--- src/rtl/lab5_addr_seq.sv ---
// rtl/lab5_addr_seq.sv - 3-bit LED-decoder address sequencer with auto and manual advance
//
// Purpose
//   Holds a 3-bit select code (A2..A0) for a 3-to-8 LED decoder.
//   The code advances in one of two ways:
//     - Auto mode (run=1): once every PRESCALE clocks.
//     - Manual mode (run=0): once per rising edge of the asynchronous step button.
//   The count goes up when dir=1 and down when dir=0, modulo 8.
//   The outputs tick and wrap are one-cycle pulses that mark a code change and a 7<->0 wrap.
//
// Parameters
//   PRESCALE      clocks per auto-advance (>= 1)
//   DEBOUNCE_CYC  stable cycles needed before the debounced step level may change (>= 1)
//
// Configuration
//   LAB5_DEBOUNCE_EN  when defined, a debouncer sits between the synchronizer and the
//                     edge detector. When undefined, no debounce logic is built.
//
// Ports
//   clk     in   system clock; all state changes on the rising edge
//   rst_n   in   asynchronous active-low reset
//   run     in   1 = auto-advance, 0 = manual step
//   dir     in   1 = count up, 0 = count down
//   step    in   asynchronous push-button
//   clr     in   synchronous clear of the code; takes priority over any advance
//   A0..A2  out  registered select code, A0 = LSB
//   tick    out  one-cycle pulse: the code changed on the preceding edge
//   wrap    out  one-cycle pulse: that change wrapped 7->0 (up) or 0->7 (down)

module lab5_addr_seq #(
    parameter int PRESCALE     = 4,
    parameter int DEBOUNCE_CYC = 8
) (
    input  logic clk,
    input  logic rst_n,
    input  logic run,
    input  logic dir,
    input  logic step,
    input  logic clr,
    output logic A0,
    output logic A1,
    output logic A2,
    output logic tick,
    output logic wrap
);

    // Parameter legality is checked at elaboration, so an illegal build never produces a netlist.
    if (PRESCALE < 1 || DEBOUNCE_CYC < 1) begin : g_bad_params
        $error("lab5_addr_seq: PRESCALE and DEBOUNCE_CYC must both be >= 1");
    end

    // The prescaler needs at least one bit, even when PRESCALE=1.
    localparam int PW = (PRESCALE > 1) ? $clog2(PRESCALE) : 1;
    localparam logic [PW-1:0] PRE_MAX = PW'(PRESCALE - 1);

    typedef enum logic {
        IDLE = 1'b0,
        RUN  = 1'b1
    } state_t;

    state_t        state;
    logic [2:0]    code;
    logic [PW-1:0] presc;

    // ------------------------------------------------------------------
    // Step button path: 2-flop synchronizer -> (optional debounce) -> edge detect
    // ------------------------------------------------------------------
    logic step_s1;
    logic step_s2;
    logic step_lvl;
    logic step_prev;
    logic step_rise;

    always_ff @(posedge clk or negedge rst_n) begin
        if (!rst_n) begin
            step_s1 <= 1'b0;
            step_s2 <= 1'b0;
        end else begin
            step_s1 <= step;
            step_s2 <= step_s1;
        end
    end

`ifdef LAB5_DEBOUNCE_EN
    localparam int DCW = (DEBOUNCE_CYC > 1) ? $clog2(DEBOUNCE_CYC) : 1;
    localparam logic [DCW-1:0] DB_MAX = DCW'(DEBOUNCE_CYC - 1);

    logic           db_lvl;
    logic [DCW-1:0] db_cnt;

    // db_cnt counts consecutive cycles in which the synchronized input disagrees
    // with the debounced level. The level follows the input only after DEBOUNCE_CYC
    // such cycles in a row. Any agreeing cycle restarts the count.
    always_ff @(posedge clk or negedge rst_n) begin
        if (!rst_n) begin
            db_lvl <= 1'b0;
            db_cnt <= '0;
        end else if (step_s2 == db_lvl) begin
            db_cnt <= '0;
        end else if (db_cnt == DB_MAX) begin
            db_lvl <= step_s2;
            db_cnt <= '0;
        end else begin
            db_cnt <= db_cnt + DCW'(1);
        end
    end

    assign step_lvl = db_lvl;
`else
    assign step_lvl = step_s2;
`endif

    always_ff @(posedge clk or negedge rst_n) begin
        if (!rst_n) begin
            step_prev <= 1'b0;
        end else begin
            step_prev <= step_lvl;
        end
    end

    assign step_rise = step_lvl & ~step_prev;

    // ------------------------------------------------------------------
    // Advance decision
    // ------------------------------------------------------------------
    logic       auto_adv;
    logic       man_adv;
    logic       advance;
    logic [2:0] code_next;
    logic       wrap_next;

    // Auto mode needs both the RUN state and a live run input. On the edge where run
    // drops, the FSM is still in RUN, so the run term stops a stray advance on that edge.
    // Step edges seen while in RUN are not queued; they are simply dropped.
    assign auto_adv  = (state == RUN) && run && (presc == PRE_MAX);
    assign man_adv   = (state == IDLE) && step_rise;
    assign advance   = auto_adv || man_adv;

    // dir is sampled on the advancing edge itself.
    assign code_next = dir ? (code + 3'd1) : (code - 3'd1);
    assign wrap_next = dir ? (code == 3'd7) : (code == 3'd0);

    // ------------------------------------------------------------------
    // FSM, prescaler, code and output pulses
    // ------------------------------------------------------------------
    always_ff @(posedge clk or negedge rst_n) begin
        if (!rst_n) begin
            state <= IDLE;
            presc <= '0;
            code  <= 3'd0;
            tick  <= 1'b0;
            wrap  <= 1'b0;
        end else begin
            tick <= 1'b0;
            wrap <= 1'b0;

            // presc holds 0 in IDLE and on the IDLE->RUN edge. The first auto-advance
            // therefore lands PRESCALE edges after the FSM enters RUN.
            case (state)
                IDLE: begin
                    presc <= '0;
                    if (run) begin
                        state <= RUN;
                    end
                end
                RUN: begin
                    if (!run) begin
                        state <= IDLE;
                        presc <= '0;
                    end else if (presc == PRE_MAX) begin
                        presc <= '0;
                    end else begin
                        presc <= presc + PW'(1);
                    end
                end
                default: begin
                    state <= IDLE;
                    presc <= '0;
                end
            endcase

            // clr overrides any advance: no tick, no wrap, and the prescale phase restarts.
            // The state transition above is left alone, so the FSM still follows run.
            if (clr) begin
                code  <= 3'd0;
                presc <= '0;
            end else if (advance) begin
                code <= code_next;
                tick <= 1'b1;
                wrap <= wrap_next;
            end
        end
    end

    assign A0 = code[0];
    assign A1 = code[1];
    assign A2 = code[2];

endmodule

--- config.mk ---
export PLATFORM = sky130hd
export DESIGN_NAME = lab5_addr_seq
export DESIGN_NICKNAME = d
export VERILOG_FILES = /design/src/rtl/lab5_addr_seq.sv
export SDC_FILE = /design/constraint.sdc
export NUM_CORES = 1
export LEC_CHECK = 0
export ABC_CLOCK_PERIOD_IN_PS = 1830
export CAP_MARGIN = 20
export CORE_AREA = 2 2 39 41
export CTS_BUF_LIST = sky130_fd_sc_hd__clkbuf_4
export DETAILED_ROUTE_END_ITERATION = 8
export DIE_AREA = 0 0 41 43
export GPL_TIMING_DRIVEN = 0
export SETUP_SLACK_MARGIN = 0.05
export SLEW_MARGIN = 20
export SYNTH_ARGS = -nofsm -noshare
export SYNTH_HDL_FRONTEND = slang
export SYNTH_SLANG_ARGS = --single-unit
--- constraint.sdc ---
create_clock -name clk -period 1.83 [get_ports clk]
set_input_delay 0.366 -clock clk [delete_from_list [all_inputs] [get_ports clk]]
set_output_delay 0.366 -clock clk [all_outputs]
set_load 0.005 [all_outputs]
==> impl_metrics.csv <==
group,metric,value,unit
status,status,"completed",
cts,cts_buffer_depth,2,
synth,synth.area.top_cells,"dfrtp_1 (59%), fa_1 (4.3%), nor3_1 (3.2%)",
die,ios,11,
power,peakVddDrop,360.8,uV
sta,rsz0062_at_grt,"no",
power,power.leakage,0.2603,nW
cts,clk_pin_slew,0.07,ns
sta,setup_violations,0,
placement,dp_cells,64,
hold_path,hold_depth,0,
global_routing,grt_overflow,0,
placement,place_area,576.8,um2
synth,synth_nets,47,
route,viasPerCell,4.882,
critical_path,crit_path_start_kind,"primary input",
final_layout,area_delta_synth_final,30.03,%
cts,cts.htree.levels,1,
global_routing,grt_pass1_wl,1.359,mm
sta,fin_skew,0.004477,ns
run,drv_cap,0,
power,power.density,802.6,nW/um2
cts,cts_tree,"yes",
cts,cts_buffers,3,
die,initial_utilization,33.73,%
die,row_count,14,
route,ant_nets,0,
critical_path,reg2reg_depth,5,
final_layout,stdcell_area,606.8,um2
global_routing,antenna_found_initial,0,
cts,insertion_delay,0.26,ns
global_routing,grt_max_degree,12,
placement,routabilityCongestion,0.6585,
route,drc,0,
die,fp.dieH,43,um
final_layout,fin_util,43.85,%
sta,period_share,93.51,%
synth,avgSynthCellArea,11.97,um2
route,wl_per_cell,11.43,um
cts,cts.sinks,11,
cts,ctsResizeCount,0,
cts,cts_root_buf,"clkbuf_4",
hold_path,min_path_type,"register to register",
synth,synth_top_area_share,58.98,%
die,die_area,1763,um2
critical_path,end_kind,"register",
sta,fin_tns_setup,0,ns
critical_path,crit_type,"primary input to register",
synth,yosysWarnings,0,
route,drt_iter0_drc,5,
sta,max_freq,0.5844,GHz
sta,slew_headroom,68.08,%
synth,synth_seq_area_share,58.98,%
placement,pre_cts_slack,-0.1758,ns
placement,port_buffers,9,
sta,tightest_slew,0.4774,ns
final_layout,drive_gt1_share,15.38,%
route,wirelength,777,um
sta,final_hold_viol_count,0,
critical_path,path_max_fanout,4,
synth,synth_top_area_cell,"dfrtp_1",
sta,whs,0.3577,ns
final_layout,diodes,0,
sta,period_minus_slack,1.711,ns
global_routing,grt_usage,12.14,%
cts,hold_buffers,0,
route,via_count,332,
global_routing,grt_pass1_vias,329,
sta,setup_slack,0.1188,ns
sta,report.final.slew_viol_count,0,
critical_path,required,1.98,ns
synth,syn_area,466.7,um2
route,first_pass_iters,2,
placement,dpl.hpwl,587.1,um
die,core-area,1384,um2
cts,post-cts-setup-buffers,0,
synth,ys_seq_elements,11,
die,die_w,41,um
synth,netlist_instances,39,
final_layout,layout.cells.non_filler,68,
synth,ys_types,21,
power,finalPower,0.4870,mW
critical_path,arrival,1.86,ns
final_layout,num-nets-final,61,
final_layout,filler_cell_count,145,
-- cells in the final DEF (no fill, tap or decap), types with 2 or more instances in the layout --
master / synthesis / final
nor2_1: 3 / 3
inv_1: 2 / 2
clkbuf_4: 0 / 4
nor3b_1: 2 / 2
dfrtp_1: 11 / 11
clkdlybuf4s50_1: 0 / 9
nor3_1: 3 / 3
nand2_1: 2 / 2
a211oi_1: 2 / 2
-- cells in the mapped netlist --
cell and number:
a211oi_1 2, a21oi_1 1, a21oi_2 1, and3_2 1
clkbuf_1 1, dfrtp_1 11, fa_1 1, ha_1 1
inv_1 2, mux2_2 1, nand2_1 2, nand3_1 1
nand4_1 1, nor2_1 3, nor2b_1 1, nor3_1 3
nor3b_1 2, nor4_1 1, or3b_4 1, or4_1 1
xnor2_1 1
-- registers in the layout, summed over array words and instances (netlist names) --
register	count
step_lvl	1
step_prev	1
step_s1	1
state	1
tick	1
presc	2
wrap	1
code	3
-- layer usage --
metal	part of all wire, %	global-route usage [%]	up-vias	routed length, um
li1	-	-	164	-
met1	42	14.92	159	329
met2	52	16.88	7	402
met3	4.4	3.141	2	34
met4	1.5	10.00	0	12
met5	0	0	-	0
-- worst max-delay path, cell delays in order --
cell             delay (ns)
clkdlybuf4s50_1        0.49
fa_1                   0.41
xnor2_1                0.14
a21oi_2                0.11
mux2_2                 0.34
-- power by group --
part	total [mW]	internal, mW	switching (mW)
Sequential	0.260	0.253	0.00750
Combinational	0.0495	0.0274	0.0221
Clock	0.177	0.0990	0.0783
Total	0.487	0.379	0.108
-- cells by family (layout without fill, tap and decap cells) --
group | count (synthesis) | count (layout) | synth area share [%]
simple gates | 17 | 17 | 21.18
flops | 11 | 11 | 58.98
compound gates | 4 | 4 | 6.165
buf+inv | 3 | 16 | 2.413
fa+ha+maj | 2 | 2 | 6.970
xor+xnor | 1 | 1 | 1.877
mux | 1 | 1 | 2.413
-- worst paths after layout --
path / slack (ns) / start / to
worst max-delay path: 0.12 / dir / code[2]$_DFFE_PN0P_
worst min-delay path: 0.36 / step_s1$_DFF_PN0_ / step_lvl$_DFF_PN0_
worst max register to register: 0.19 / code[0]$_DFFE_PN0P_ / code[2]$_DFFE_PN0P_
worst min register to register: 0.36 / step_s1$_DFF_PN0_ / step_lvl$_DFF_PN0_
max in group asynchronous: 1.08 / rst_n / presc[0]$_DFF_PN0_
min in group asynchronous: 0.42 / rst_n / code[0]$_DFFE_PN0P_
-- area by class of cell --
| class | count | area, um2 | area share, % |
|---|---|---|---|
| flip-flops and latches | 11 | 275.3 | 45.36 |
| plain buffers | 1 | 3.754 | 0.6186 |
| repair buffers | 9 | 90.09 | 14.85 |
| well taps | 16 | 20.02 | 3.299 |
| clock buffers | 4 | 30.03 | 4.948 |
| multi-input cells | 25 | 180.2 | 29.69 |
| inverters | 2 | 7.507 | 1.237 |
Power figures use the tool's default switching activity.
